<file path="src/rtl/dm_arbiter.sv">
// Purpose: shares one DATA_MEMORY between the CPU data port and an I/O requester, round-robin on contention.
// Latency: request seen at edge 0, grant visible in cycle 1, ack in cycle ACCESS_CYCLES; back-to-back grants, no bubble.
// Backpressure: a requester holds cs/addr/data until its one-cycle ack; cpu_wait stalls the CPU until then.
module dm_arbiter #(
    parameter int ACCESS_CYCLES = 1,   // 1..15
    parameter int AW            = 12,
    parameter int DW            = 32
) (
    input  logic          clk,
    input  logic          reset,
    input  logic          cpu_cs,
    input  logic          cpu_wr,
    input  logic          cpu_rd,
    input  logic [AW-1:0] cpu_addr,
    input  logic [DW-1:0] cpu_din,
    output logic [DW-1:0] cpu_dout,
    output logic          cpu_ack,
    output logic          cpu_wait,
    input  logic          io_cs,
    input  logic          io_wr,
    input  logic          io_rd,
    input  logic [AW-1:0] io_addr,
    input  logic [DW-1:0] io_din,
    output logic [DW-1:0] io_dout,
    output logic          io_ack,
    output logic          dm_cs,
    output logic          dm_wr,
    output logic          dm_rd,
    output logic [AW-1:0] dm_addr,
    output logic [DW-1:0] dm_din,
    input  logic [DW-1:0] dm_dout
);

    localparam logic [1:0] IDLE    = 2'd0;
    localparam logic [1:0] GNT_CPU = 2'd1;
    localparam logic [1:0] GNT_IO  = 2'd2;

    // Counter value on the final cycle of an access.
    localparam logic [3:0] LAST_CNT = 4'(ACCESS_CYCLES - 1);

    logic [1:0] state, state_nxt;
    logic [3:0] cnt, cnt_nxt;
    logic       last_io, last_io_nxt;

    logic gnt_cpu, gnt_io;
    logic cpu_done, io_done;

    assign gnt_cpu  = (state == GNT_CPU);
    assign gnt_io   = (state == GNT_IO);
    assign cpu_done = gnt_cpu & cpu_cs & (cnt == LAST_CNT);
    assign io_done  = gnt_io  & io_cs  & (cnt == LAST_CNT);

    // Pick the next grant from the live requests; on contention the port not
    // served last wins (lio=1 means IO was served last, so CPU goes next).
    function automatic logic [1:0] arbitrate(input logic c, input logic i, input logic lio);
        logic [1:0] nxt;
        if (c && i)
            nxt = lio ? GNT_CPU : GNT_IO;
        else if (c)
            nxt = GNT_CPU;
        else if (i)
            nxt = GNT_IO;
        else
            nxt = IDLE;
        return nxt;
    endfunction

    // Next-state: arbitrate from IDLE or at the done edge (so a port still
    // holding cs after its ack is simply a new request), abort on cs drop.
    always_comb begin
        state_nxt   = state;
        cnt_nxt     = cnt;
        last_io_nxt = last_io;
        case (state)
            IDLE: begin
                state_nxt = arbitrate(cpu_cs, io_cs, last_io);
                cnt_nxt   = 4'd0;
            end
            GNT_CPU: begin
                if (!cpu_cs) begin
                    state_nxt = IDLE;
                    cnt_nxt   = 4'd0;
                end else if (cpu_done) begin
                    last_io_nxt = 1'b0;
                    state_nxt   = arbitrate(cpu_cs, io_cs, 1'b0);
                    cnt_nxt     = 4'd0;
                end else begin
                    cnt_nxt = cnt + 4'd1;
                end
            end
            GNT_IO: begin
                if (!io_cs) begin
                    state_nxt = IDLE;
                    cnt_nxt   = 4'd0;
                end else if (io_done) begin
                    last_io_nxt = 1'b1;
                    state_nxt   = arbitrate(cpu_cs, io_cs, 1'b1);
                    cnt_nxt     = 4'd0;
                end else begin
                    cnt_nxt = cnt + 4'd1;
                end
            end
            default: begin
                state_nxt = IDLE;
                cnt_nxt   = 4'd0;
            end
        endcase
    end

    // State registers; reset favours the CPU on the first contention.
    always_ff @(posedge clk or posedge reset) begin
        if (reset) begin
            state   <= IDLE;
            cnt     <= 4'd0;
            last_io <= 1'b1;
        end else begin
            state   <= state_nxt;
            cnt     <= cnt_nxt;
            last_io <= last_io_nxt;
        end
    end

    // Memory mux: granted port drives the memory directly (write beats read);
    // everything idles at zero, which reset reaches immediately via state.
    always_comb begin
        dm_cs    = 1'b0;
        dm_wr    = 1'b0;
        dm_rd    = 1'b0;
        dm_addr  = '0;
        dm_din   = '0;
        cpu_dout = '0;
        io_dout  = '0;
        if (gnt_cpu) begin
            dm_cs    = cpu_cs;
            dm_wr    = cpu_wr;
            dm_rd    = cpu_rd & ~cpu_wr;
            dm_addr  = cpu_addr;
            dm_din   = cpu_din;
            cpu_dout = dm_dout;
        end else if (gnt_io) begin
            dm_cs    = io_cs;
            dm_wr    = io_wr;
            dm_rd    = io_rd & ~io_wr;
            dm_addr  = io_addr;
            dm_din   = io_din;
            io_dout  = dm_dout;
        end
    end

    assign cpu_ack  = cpu_done;
    assign io_ack   = io_done;
    assign cpu_wait = cpu_cs & ~cpu_done;

endmodule
</file>
<file path="config.mk">
export PLATFORM = sky130hd
export DESIGN_NAME = dm_arbiter
export DESIGN_NICKNAME = d
export VERILOG_FILES = /design/src/rtl/dm_arbiter.sv
export SDC_FILE = /design/constraint.sdc
export NUM_CORES = 1
export LEC_CHECK = 0
export ABC_AREA = 0
export CORE_AREA = 2 2 94 96
export DETAILED_ROUTE_END_ITERATION = 10
export DIE_AREA = 0 0 96 98
export PLACE_DENSITY = 0.67
export SLEW_MARGIN = 0
export SYNTH_ARGS = -nofsm -noshare
export SYNTH_HDL_FRONTEND = slang
export SYNTH_SLANG_ARGS = --single-unit
</file>
<file path="constraint.sdc">
create_clock -name clk -period 4.5 [get_ports clk]
set_clock_uncertainty 0.1 [all_clocks]
set_input_delay 0.9 -clock clk [delete_from_list [all_inputs] [get_ports clk]]
set_output_delay 0.9 -clock clk [all_outputs]
set_load 0.03 [all_outputs]
</file>
==> impl_metrics.ini, run 1 <==
[timing]
slew_viol_final = 0
max_slew_margin_pct = 62.7
hold_violations = 0
min_period_over_period_pct = 88.5
rsz0062_at_grt = false
setup_viol = 0
fin_crit_ps = 3980
tightest_slew_ps = 560
max_freq_ghz = 0.251
tns_ps = 0

[layout]
layout-drive-gt1-share_pct = 2.68
fin_cells = 519
final_core_util_pct = 46.5
num-fill-cells = 826
area_growth_pct = 172
final_nets = 545
fin_area_um2 = 3930

[place]
dp_cells = 514
io_buffers = 241
dpl.hpwl_mm = 6.58
place.gp.congestion = 0.741
placed_cell_area_um2 = 3890

[critical_path]
crit_fanout = 49
required_ps = 3500
crit_path_start_kind = register
end_kind = output port
crit_arrival_ps = 2980
worst-setup-path-type = reg -> out

[grt]
grt_antenna_before_repair = 2
grt_pass1_wl_mm = 11.4
grt_max_degree = 61
grt_pass1_vias = 2213
overflow = 0
groute.usage.overall_pct = 15.3

[clock_tree]
cts_hold_buf = 0
cts_tree = done
clockRootBuffer = clkbuf_8
cts_setup_buffers = 0
cts_max_path_buffers = 2
clk_pin_slew_ps = 40
cts_inserted_buffers = 3
htreeDepth = 1
insertion_delay_ps = 220
numClockSinks = 7
cts-resized-gates = 0

[route]
vias_per_cell = 4.27
dr.pass1.iters = 4
vias = 2217
drtIter0Drc = 52
wl_per_cell_um = 15.2
drtAntennaViolNets = 0
drc = 0
wirelength_mm = 7.87

[die]
std_cell_rows = 34
die-height_um = 98
core_area_um2 = 8470
ios = 242
fp.dieW_um = 96
start_util_pct = 17.1
die-area_um2 = 9410

[flow_run]
maxCapViolations = 0

[synth]
synth_top_area_share_pct = 27.7
syn_area_um2 = 1450
synth_cells = 181
ys_ff_latch = 7
synth_top_cell_by_area = and2_1
syn_avg_cell_area_um2 = 8.00
synthDistinctLibCells = 36
seq_area_frac_synth_pct = 12.2
syn_nets = 315
ys_warn_count = 0
synth_area_leaders = and2_1 (28%), a22o_1 (27%), dfrtp_1 (10%)

[hold_path]
hold_class = reg -> reg

[power_and_ir_drop]
ir_drop_v = 0.000164
totalPowerFinal_uw = 1260
p_per_area_nw_per_um2 = 322
leakagePower_uw = 0.00154

[run_status]
run_status = completed
-- cell usage after synthesis, drive strengths merged --
| cell | count |
|---|---|
| nor2b | 1 |
| nand2 | 4 |
| nor3b | 1 |
| or2b | 1 |
| nand3b | 1 |
| dfrtp | 6 |
| clkbuf | 7 |
| nor2 | 2 |
| a22o | 45 |
| a31oi | 1 |
| nand2b | 3 |
| nor3 | 2 |
| inv | 7 |
| a21boi | 1 |
| xnor2 | 1 |
| and2 | 64 |
| o21ai | 3 |
| buf | 11 |
| or3b | 1 |
| a21oi | 2 |
| xor2 | 1 |
| mux2 | 1 |
| nand3 | 1 |
| a311oi | 1 |
| and3 | 4 |
| mux2i | 1 |
| ha | 6 |
| dfstp | 1 |
| a311o | 1 |
-- report_power, final --
group          switching (uW)  internal, uW  total (uW)
clock                    22.9          60.9        83.8
sequential               7.17          73.4        80.5
combinational             599           502        1100
total                     629           636        1260
-- critical path: stages (launching register included) --
cell,delay [ps]
dfrtp_1,380
inv_1,70
ha_2,330
nor2b_4,500
buf_4,510
nand3b_1,150
o21ai_0,110
clkdlybuf4s50_1,690
-- path summary, 6_finish.rpt --
path | startpoint | to | slack, ps | depth (start not counted)
min in group asynchronous | reset | cnt[0] | 810 | 2
max | state[1] | dm_rd | 520 | 7
max in group asynchronous | reset | last_io | 3220 | 2
min | last_io | last_io | 420 | 2
min reg2reg | last_io | last_io | 420 | 2
max reg2reg | state[1] | state[1] | 1880 | 6
-- state kept, by name (all words and copies together), names as in the netlist --
signal,cells
cnt,4
last_io,1
state,2
-- routing by layer --
layer / routed length (um) / vias to the layer above / global-route usage [%] / part of all wire (%)
met5: 12 / - / 0 / 0.15
met4: 41 / 2 / 1.76 / 0.52
met3: 1050 / 6 / 5.56 / 13
met2: 3910 / 126 / 27.9 / 50
met1: 2850 / 982 / 17.1 / 36
li1: - / 1101 / - / -
-- layout by cell type (no fill, tap or decap), types with 2 or more instances in the layout --
| master | instances |
|---|---|
| nand2b_1 | 3 |
| dfrtp_1 | 6 |
| o21ai_0 | 2 |
| and3_1 | 4 |
| nor2_1 | 2 |
| and2_1 | 64 |
| nor3_1 | 2 |
| ha_1 | 5 |
| clkbuf_8 | 3 |
| inv_1 | 7 |
| buf_4 | 2 |
| clkdlybuf4s50_1 | 241 |
| a22o_1 | 45 |
| nand2_1 | 4 |
-- through the flow --
stage               setup WS (ps)  hold WS, ps
floorplan                    1800          387
global placement              765          415
detailed placement            700          413
CTS                           465          421
global route                  242          440
finish                        519          420
-- layout make-up --
cell class	instances	area (um^2)	share of cell area [%]
clock buffers	4	45.0	1.15
multi-input cells	149	1120	28.5
well taps	108	135	3.44
repair buffers	243	2430	61.7
inverters	7	26.3	0.668
flip-flops and latches	7	176	4.48
diodes	1	2.50	0.0636
-- cells by family after synthesis --
logic type / Yosys count / synth area share, %
AO/OA/AOI/OAI: 54 / 32.0
adder cells (fa/ha/maj): 6 / 5.19
multiplexers: 2 / 1.73
flip-flops: 7 / 12.2
buffers and inverters: 25 / 11.1
XOR/XNOR: 2 / 1.21
AND/OR/NAND/NOR: 85 / 36.6
Power figures use the tool's default switching activity.
==> inputs of run 2 (changes only) <==
--- a/config.mk
+++ b/config.mk
@@ -7,6 +7,7 @@
 export LEC_CHECK = 0
 export ABC_AREA = 0
 export CORE_AREA = 2 2 94 96
+export CTS_CLUSTER_DIAMETER = 80
 export DETAILED_ROUTE_END_ITERATION = 10
 export DIE_AREA = 0 0 96 98
 export PLACE_DENSITY = 0.67
==> results of run 2 <==
The final DEF is identical to that of run 1; final timing and power are the same.
